$ cat src/rtl/fsm_phase_monitor.sv
// fsm_phase_monitor
//
// Downstream checker for the four-phase control FSM. It samples the
// upstream registered outputs {dout_q, dout_p} and decodes them as a
// phase. It checks that phases follow IDLE->S1->S2->S3->IDLE and
// measures how long each active phase is held. It counts completed
// cycles and keeps sticky sequence and length error flags.
//
// Optional build macro: FSM_MON_TIMEOUT_EN
//   When defined, an active phase held for more than MAX_LEN cycles
//   raises len_err while it is still held. When undefined, an
//   over-length phase is only flagged when it exits.
//
// Parameters
//   LEN_W    width of the phase-length counter and of last_len
//   CNT_W    width of cycle_cnt
//   MIN_LEN  minimum legal active-phase length (cycles)
//   MAX_LEN  maximum legal active-phase length (cycles), <= 2^LEN_W-2
//
// Ports
//   clk         system clock, posedge
//   rst_n       asynchronous active-low reset
//   dout_p      p output of the upstream FSM
//   dout_q      q output of the upstream FSM
//   clr         synchronous clear of seq_err, len_err and cycle_cnt
//   phase       registered phase {q,p}: 00 IDLE, 01 S1, 10 S2, 11 S3
//   busy        registered phase is not IDLE
//   cycle_done  one-cycle pulse after a legal S3->IDLE
//   cycle_cnt   completed legal cycles, wraps
//   last_len    length of the most recently exited active phase
//   seq_err     sticky illegal-transition flag
//   len_err     sticky out-of-range-length flag

module fsm_phase_monitor #(
  parameter int LEN_W   = 6,
  parameter int CNT_W   = 8,
  parameter int MIN_LEN = 1,
  parameter int MAX_LEN = 17
) (
  input  logic             clk,
  input  logic             rst_n,
  input  logic             dout_p,
  input  logic             dout_q,
  input  logic             clr,
  output logic [1:0]       phase,
  output logic             busy,
  output logic             cycle_done,
  output logic [CNT_W-1:0] cycle_cnt,
  output logic [LEN_W-1:0] last_len,
  output logic             seq_err,
  output logic             len_err
);

  typedef enum logic [2:0] {
    M_IDLE = 3'd0,
    M_S1   = 3'd1,
    M_S2   = 3'd2,
    M_S3   = 3'd3,
    M_ERR  = 3'd4
  } mon_state_t;

  // Length limits sized to the counter so comparisons stay width-matched.
  localparam logic [LEN_W-1:0] MIN_L   = LEN_W'(MIN_LEN);
  localparam logic [LEN_W-1:0] MAX_L   = LEN_W'(MAX_LEN);
  localparam logic [LEN_W-1:0] LEN_SAT = {LEN_W{1'b1}};

  localparam logic [1:0] PH_IDLE = 2'b00;
  localparam logic [1:0] PH_S1   = 2'b01;
  localparam logic [1:0] PH_S2   = 2'b10;
  localparam logic [1:0] PH_S3   = 2'b11;

  mon_state_t       state_reg, state_next;
  logic [1:0]       ph_reg;
  logic [LEN_W-1:0] run_len_reg, run_len_next;
  logic [LEN_W-1:0] last_len_reg, last_len_next;
  logic [CNT_W-1:0] cycle_cnt_reg, cycle_cnt_next;
  logic             cycle_done_reg, cycle_done_next;
  logic             seq_err_reg, seq_err_next;
  logic             len_err_reg, len_err_next;

  logic [1:0]       in_ph;
  logic             change;
  logic             active;
  logic             len_bad;
  logic             seq_set;
  logic             len_set;

  assign in_ph   = {dout_q, dout_p};
  assign change  = (in_ph != ph_reg);
  assign active  = (ph_reg != PH_IDLE);
  assign len_bad = (run_len_reg < MIN_L) || (run_len_reg > MAX_L);

  // Tracker state register.
  always_ff @(posedge clk or negedge rst_n) begin
    if (!rst_n) begin
      state_reg <= M_IDLE;
    end else begin
      state_reg <= state_next;
    end
  end

  // Next-state, error detection and counter updates.
  always_comb begin
    state_next      = state_reg;
    seq_set         = 1'b0;
    len_set         = 1'b0;
    cycle_done_next = 1'b0;
    last_len_next   = last_len_reg;
    run_len_next    = run_len_reg;

    // run_len restarts at 1 on the cycle the new phase is first seen.
    if (change) begin
      run_len_next = LEN_W'(1);
    end else if (run_len_reg != LEN_SAT) begin
      run_len_next = run_len_reg + LEN_W'(1);
    end

    case (state_reg)
      M_IDLE: begin
        if (change) begin
          if (in_ph == PH_S1) begin
            state_next = M_S1;
          end else begin
            state_next = M_ERR;
            seq_set    = 1'b1;
          end
        end
      end
      M_S1: begin
        if (change) begin
          if (in_ph == PH_S2) begin
            state_next = M_S2;
          end else begin
            state_next = M_ERR;
            seq_set    = 1'b1;
          end
        end
      end
      M_S2: begin
        if (change) begin
          if (in_ph == PH_S3) begin
            state_next = M_S3;
          end else begin
            state_next = M_ERR;
            seq_set    = 1'b1;
          end
        end
      end
      M_S3: begin
        if (change) begin
          if (in_ph == PH_IDLE) begin
            state_next      = M_IDLE;
            cycle_done_next = 1'b1;
          end else begin
            state_next = M_ERR;
            seq_set    = 1'b1;
          end
        end
      end
      M_ERR: begin
        // Resynchronise on the next observed IDLE; no further seq_err here.
        if (in_ph == PH_IDLE) begin
          state_next = M_IDLE;
        end
      end
      default: begin
        state_next = M_IDLE;
      end
    endcase

    // Exit check on any phase leaving an active phase, legal or not.
    if (change && active) begin
      last_len_next = run_len_reg;
      if (len_bad) begin
        len_set = 1'b1;
      end
    end

`ifdef FSM_MON_TIMEOUT_EN
    // Flag a stalled phase on the edge where run_len would pass MAX_LEN.
    if (!change && active && (run_len_reg == MAX_L)) begin
      len_set = 1'b1;
    end
`endif

    // Sticky flags: a new error in the clear cycle wins over clr.
    seq_err_next = seq_set | (seq_err_reg & ~clr);
    len_err_next = len_set | (len_err_reg & ~clr);

    // A completion in the clear cycle counts as the first of the new count.
    if (cycle_done_next) begin
      cycle_cnt_next = clr ? CNT_W'(1) : cycle_cnt_reg + CNT_W'(1);
    end else begin
      cycle_cnt_next = clr ? '0 : cycle_cnt_reg;
    end
  end

  // Datapath registers.
  always_ff @(posedge clk or negedge rst_n) begin
    if (!rst_n) begin
      ph_reg         <= PH_IDLE;
      run_len_reg    <= '0;
      last_len_reg   <= '0;
      cycle_cnt_reg  <= '0;
      cycle_done_reg <= 1'b0;
      seq_err_reg    <= 1'b0;
      len_err_reg    <= 1'b0;
    end else begin
      ph_reg         <= in_ph;
      run_len_reg    <= run_len_next;
      last_len_reg   <= last_len_next;
      cycle_cnt_reg  <= cycle_cnt_next;
      cycle_done_reg <= cycle_done_next;
      seq_err_reg    <= seq_err_next;
      len_err_reg    <= len_err_next;
    end
  end

  assign phase      = ph_reg;
  assign busy       = (ph_reg != PH_IDLE);
  assign cycle_done = cycle_done_reg;
  assign cycle_cnt  = cycle_cnt_reg;
  assign last_len   = last_len_reg;
  assign seq_err    = seq_err_reg;
  assign len_err    = len_err_reg;

endmodule
$ cat config.mk
export PLATFORM = sky130hd
export DESIGN_NAME = fsm_phase_monitor
export DESIGN_NICKNAME = d
export VERILOG_FILES = /design/src/rtl/fsm_phase_monitor.sv
export SDC_FILE = /design/constraint.sdc
export NUM_CORES = 1
export LEC_CHECK = 0
export ABC_CLOCK_PERIOD_IN_PS = 4600
export CAP_MARGIN = 10
export CORE_MARGIN = 10
export CORE_UTILIZATION = 40
export CTS_BUF_LIST = sky130_fd_sc_hd__clkbuf_8
export DETAILED_ROUTE_END_ITERATION = 7
export PLACE_DENSITY = 0.68
export SYNTH_ARGS = -nofsm -noshare
export SYNTH_HDL_FRONTEND = slang
export SYNTH_SLANG_ARGS = --single-unit
$ cat constraint.sdc
create_clock -name clk -period 4.6 [get_ports clk]
set_input_delay 0.46 -clock clk [delete_from_list [all_inputs] [get_ports clk]]
set_output_delay 0.46 -clock clk [all_outputs]
set_load 0.005 [all_outputs]
# Word-level counts from Yosys, hierarchy flattened
# Cells that the tools add are included.
classes:
  addsub: 2
  n_lt_le_gt_ge: 2
  n_eq_ne: 14
  n_mux: 29
  bitwise_logic: 5
  reduce_logical: 8
op_table:
  columns: ["operator", "n"]
  rows:
  - ["two-way mux 3 bit", 9]
  - ["two-way mux 8 bit", 3]
  - ["one-hot mux 3 bit (5 select lines)", 1]
  - ["two-way mux 1 bit", 13]
  - ["two-way mux 6 bit", 2]
  - ["inequality test 2 bit (second input constant)", 5]
  - ["adder 8 x 1 -> 8 bit (second input constant)", 1]
  - ["adder 6 x 1 -> 6 bit (second input constant)", 1]
  - ["equality test 3 x 2 -> 1 bit (second input constant)", 2]
  - ["> comparator 6 x 5 -> 1 bit (second input constant)", 1]
  - ["< comparator 6 x 1 -> 1 bit (second input constant)", 1]
  - ["inequality test 6 bit (second input constant)", 1]
  - ["nonzero test 2 bit", 3]
  - ["AND reduction 5 bit", 1]
  - ["equality test 2 bit (second input constant)", 2]
  - ["one-hot mux 1 bit (4 select lines)", 1]
  - ["equality test 3 x 1 -> 1 bit (second input constant)", 1]
  - ["equality test 3 bit (second input constant)", 1]
  - ["logical NOT 3 bit", 1]
  - ["AND 1 bit", 2]
  - ["equality test 2 x 1 -> 1 bit (second input constant)", 1]
  - ["logical NOT 2 bit", 1]
  - ["inequality test 2 bit", 1]
  - ["OR 1 bit", 2]
  - ["other kinds (3)", 3]
totals:
  register_bits: 28
  input_bits: 5
  out_inout_bits: 20
  word_cells: 68

# Depth between registers and ports, before layout
depth:
  word_depth: 5
  mapped_depth: 6
  mapped_depth_nobuf: 5

# Least setup slack after synthesis
# No wires, ideal clock.
synth_path:
  kind: "input to register"
  from: "input dout_p"
  to: "register cycle_cnt_reg[7], in the netlist cycle_cnt[7]"
  setup_time_ps: 66
  t_arrival_ps: 1713
  required_time_ps: 4534
  slack_ps: 2821
  path_stages: 6
  path_buffers: 2
  cell_sequence: "buf_4 xnor2_1 a211o_1 buf_6 or4_1 nand2_1"
synth_via:
  elab_chain_cells: 5
  elab_cells_between_ends: 7
  classes_between: "1 x eq/ne; 4 x mux; 2 x reduce/logical"
synth_rtl:
  columns: ["item", "line", "source"]
  rows:
  - ["start, declared", "42", "input logic dout_p,"]
  - ["logical NOT 2 bit", "151", "if (in_ph == PH_IDLE) begin"]
  - ["two-way mux 1 bit", "151", null]
  - ["two-way mux 1 bit *", "150", "if (change) begin"]
  - ["two-way mux 1 bit *", "118", "case (state_reg)"]
  - ["two-way mux 8 bit / nonzero test 2 bit (equally long branches)", null, null]
  - ["end signal, assigned", "212", "cycle_cnt_reg <= cycle_cnt_next;"]
  - ["end, declared", "76", "logic [CNT_W-1:0] cycle_cnt_reg, cycle_cnt_next;"]
# Mark *: on every way between the ends. The rest lies on a longest branch, timed or not.
# A chain may end at the register's enable or synchronous reset.

# Worst setup path after layout
layout_path:
  from: "input dout_p"
  to: "register cycle_cnt_reg[5], in the netlist cycle_cnt[5]"
# Same word-level chain as after synthesis.

==> out/summary.txt <==
Area share of the largest cell type after synthesis -> 48.6%
Overall die height -> 80.1 microns
RSZ-0062 raised after global routing -> no
Final net count -> 170
Clock latency on the worst-skew pair -> 0.27 ns
Total Die Area -> 6410 sq um
CP Cell Sequence -> clkdlybuf4s50_1, xnor2_1, a211o_1, or4_1, a21oi_1
Number of flops mapped to enable cells by yosys -> 0
Critical-path top delay cell -> clkdlybuf4s50_1
Crit path max fanout -> 11
H-Tree Depth -> 1
Ys flop type -> dfrtp_1
Total Routed Length -> 3.14 mm
Final setup fails -> 0
Initial antenna violation count -> 0
Initial Utilization -> 42.2%
Worst Path Required -> 4.80 ns
Avg Cell Area, Syn -> 10.4 sq um
Async SR Flop Fraction -> 100%
Vias per std cell -> 5.30
First-pass GRT wire length -> 5.33 mm
MaxCap Viol Count -> 0
Pwr Total -> 546 uW
Status -> completed
DP HPWL -> 2.32 mm
Synth area leader -> dfrtp_1
DR vias -> 1091
Vias in the first global route -> 1110
Crit path kind -> input port to register
Synth cell count leaders -> dfrtp_1, a21oi_1, inv_1, nor2_1, o21ai_0
Synth area leaders -> dfrtp_1, mux2_2, ha_1, xnor2_1, a21oi_1
Fmax -> 0.445 GHz
Synth warnings -> 0
Grt ovf -> 0
Delay of the slowest critical-path stage -> 0.67 ns
Total GRT Usage -> 10.1%
Max Root-Sink Buffers -> 2
CTS tree -> built
Dpl cell area -> 1700 sq um
Final TNS setup -> 0 ns
Fin. Hold Viols -> 0
VDD IR max -> 0.142 mV
Core Footprint -> 3420 sq um
Number of flip-flops in the largest register -> 8
Netlist cell types -> 38
Number of detailed-route iterations in the first pass -> 4
CP Launch Type -> input port
I/O Buffers -> 24
Layout overhead on the synthesized area -> 21.8%
PwrDens -> 311 nW/um^2
Clk slew on worst S/H paths -> 0.09 ns
Synthesis-stage register bit count -> 28
Post-CTS Resized -> 0
Critical path endpoint category -> register
Most frequent cell after synthesis -> dfrtp_1
IO Count -> 25
Number of post-CTS setup repair buffers -> 0
Worst Skew -> 0.00335 ns
Wire per inst -> 15.3 microns
Clock buffer count from CTS -> 3
Root buffer cell -> clkbuf_8
Placer Congestion -> 0.793
Row cnt -> 21
Final Max Tran Viols -> 0
Post-synthesis cell area -> 1440 sq um
HP Class -> register to register
Hold_ws -> 0.521 ns
Data arrival, critical path -> 2.45 ns
Register area share after synthesis -> 48.6%
Period minus WS final -> 2.25 ns
Post-synthesis cell count -> 139
Pin count of the biggest net entering global routing -> 29
Final Instance Area -> 1760 sq um
# DRC -> 0
Diodes inserted -> 0
P_leak -> 0.782 nW
Fillers -> 324
Layout cells sized above 1 -> 7.50%
CTS sink cnt -> 28
Iter 0 DRT Violations -> 108
Mapped Nets -> 148
Die X -> 80.1 microns
Worst slew pin tran -> 0.760 ns
Post-DRT Antenna Nets -> 0
Slew headroom -> 49.3%
Tcrit/Tclk final -> 48.9%
Hold buffers post-CTS -> 0
power by group:
| group | internal [mW] | switching (mW) | total [mW] |
|---|---|---|---|
| Sequential | 0.265 | 0.0261 | 0.291 |
| Combinational | 0.0557 | 0.0468 | 0.102 |
| Clock | 0.0766 | 0.0754 | 0.152 |
| Total | 0.397 | 0.148 | 0.546 |
layer usage:
metal  GRT usage (%)  vias up  wire (microns)
met5               0        -               0
li1                -      536               -
met4            3.87        0              46
met3            3.01        5             187
met2            16.5       25            1530
met1            12.2      525            1380
worst max-delay path: cells and delay by family:
family / cells / cell delay (ns)
buffers and inverters: 1 / 0.67
AO/OA/AOI/OAI: 2 / 0.61
XOR/XNOR: 1 / 0.17
AND/OR/NAND/NOR: 1 / 0.54
layout by cell type, fill, tap and decap left out, types with 3 or more instances in the layout:
| cell | count |
|---|---|
| clkdlybuf4s50_1 | 24 |
| mux2_2 | 6 |
| nand2_1 | 5 |
| inv_1 | 8 |
| ha_1 | 4 |
| o21ai_0 | 7 |
| nor2b_1 | 3 |
| nand3_1 | 6 |
| nor2_1 | 8 |
| nand2b_1 | 4 |
| dfrtp_1 | 28 |
| xnor2_1 | 5 |
| clkbuf_8 | 4 |
| xor2_1 | 4 |
| mux2i_1 | 4 |
| a31oi_1 | 3 |
| a21oi_1 | 8 |
logic make-up after synthesis:
family / after synthesis / synth area share [%]
buffers and inverters: 16 / 5.29
xor gates and xnor gates: 9 / 5.46
muxes: 10 / 7.46
DFF: 28 / 48.6
AOI/OAI and AO/OA: 32 / 14.1
adders and majority gates: 4 / 3.47
and+or+nand+nor: 40 / 15.6
through the flow:
stage,util [%],std cells,setup slack [ns]
floorplan,-,139,2.82
global placement,49.8,202,2.10
detailed placement,49.8,202,2.04
CTS,51.4,206,2.36
global route,51.4,206,2.26
finish,51.4,206,2.35
final cells by class:
cell class                 count  area, sq um  area share [%]
clock buffer                   4         55.1            3.13
inverter                       8         30.0            1.71
multi-input combinational     95          666            37.9
sequential                    28          701            39.9
tap                           46         57.6            3.28
timing repair buffer          25          248            14.1
worst paths after layout:
| kind | startpoint | to | slack (ns) | depth (start not counted) |
|---|---|---|---|---|
| max in group asynchronous | rst_n | run_len_reg[3] | 3.77 | 2 |
| min in group asynchronous | rst_n | phase[1] | 0.56 | 2 |
| max reg2reg | phase[0] | cycle_cnt[5] | 2.73 | 4 |
| min | last_len[2] | last_len[2] | 0.52 | 1 |
| max | dout_p | cycle_cnt[5] | 2.35 | 5 |
| min reg2reg | last_len[2] | last_len[2] | 0.52 | 1 |
(Power assumes the default switching activity.)
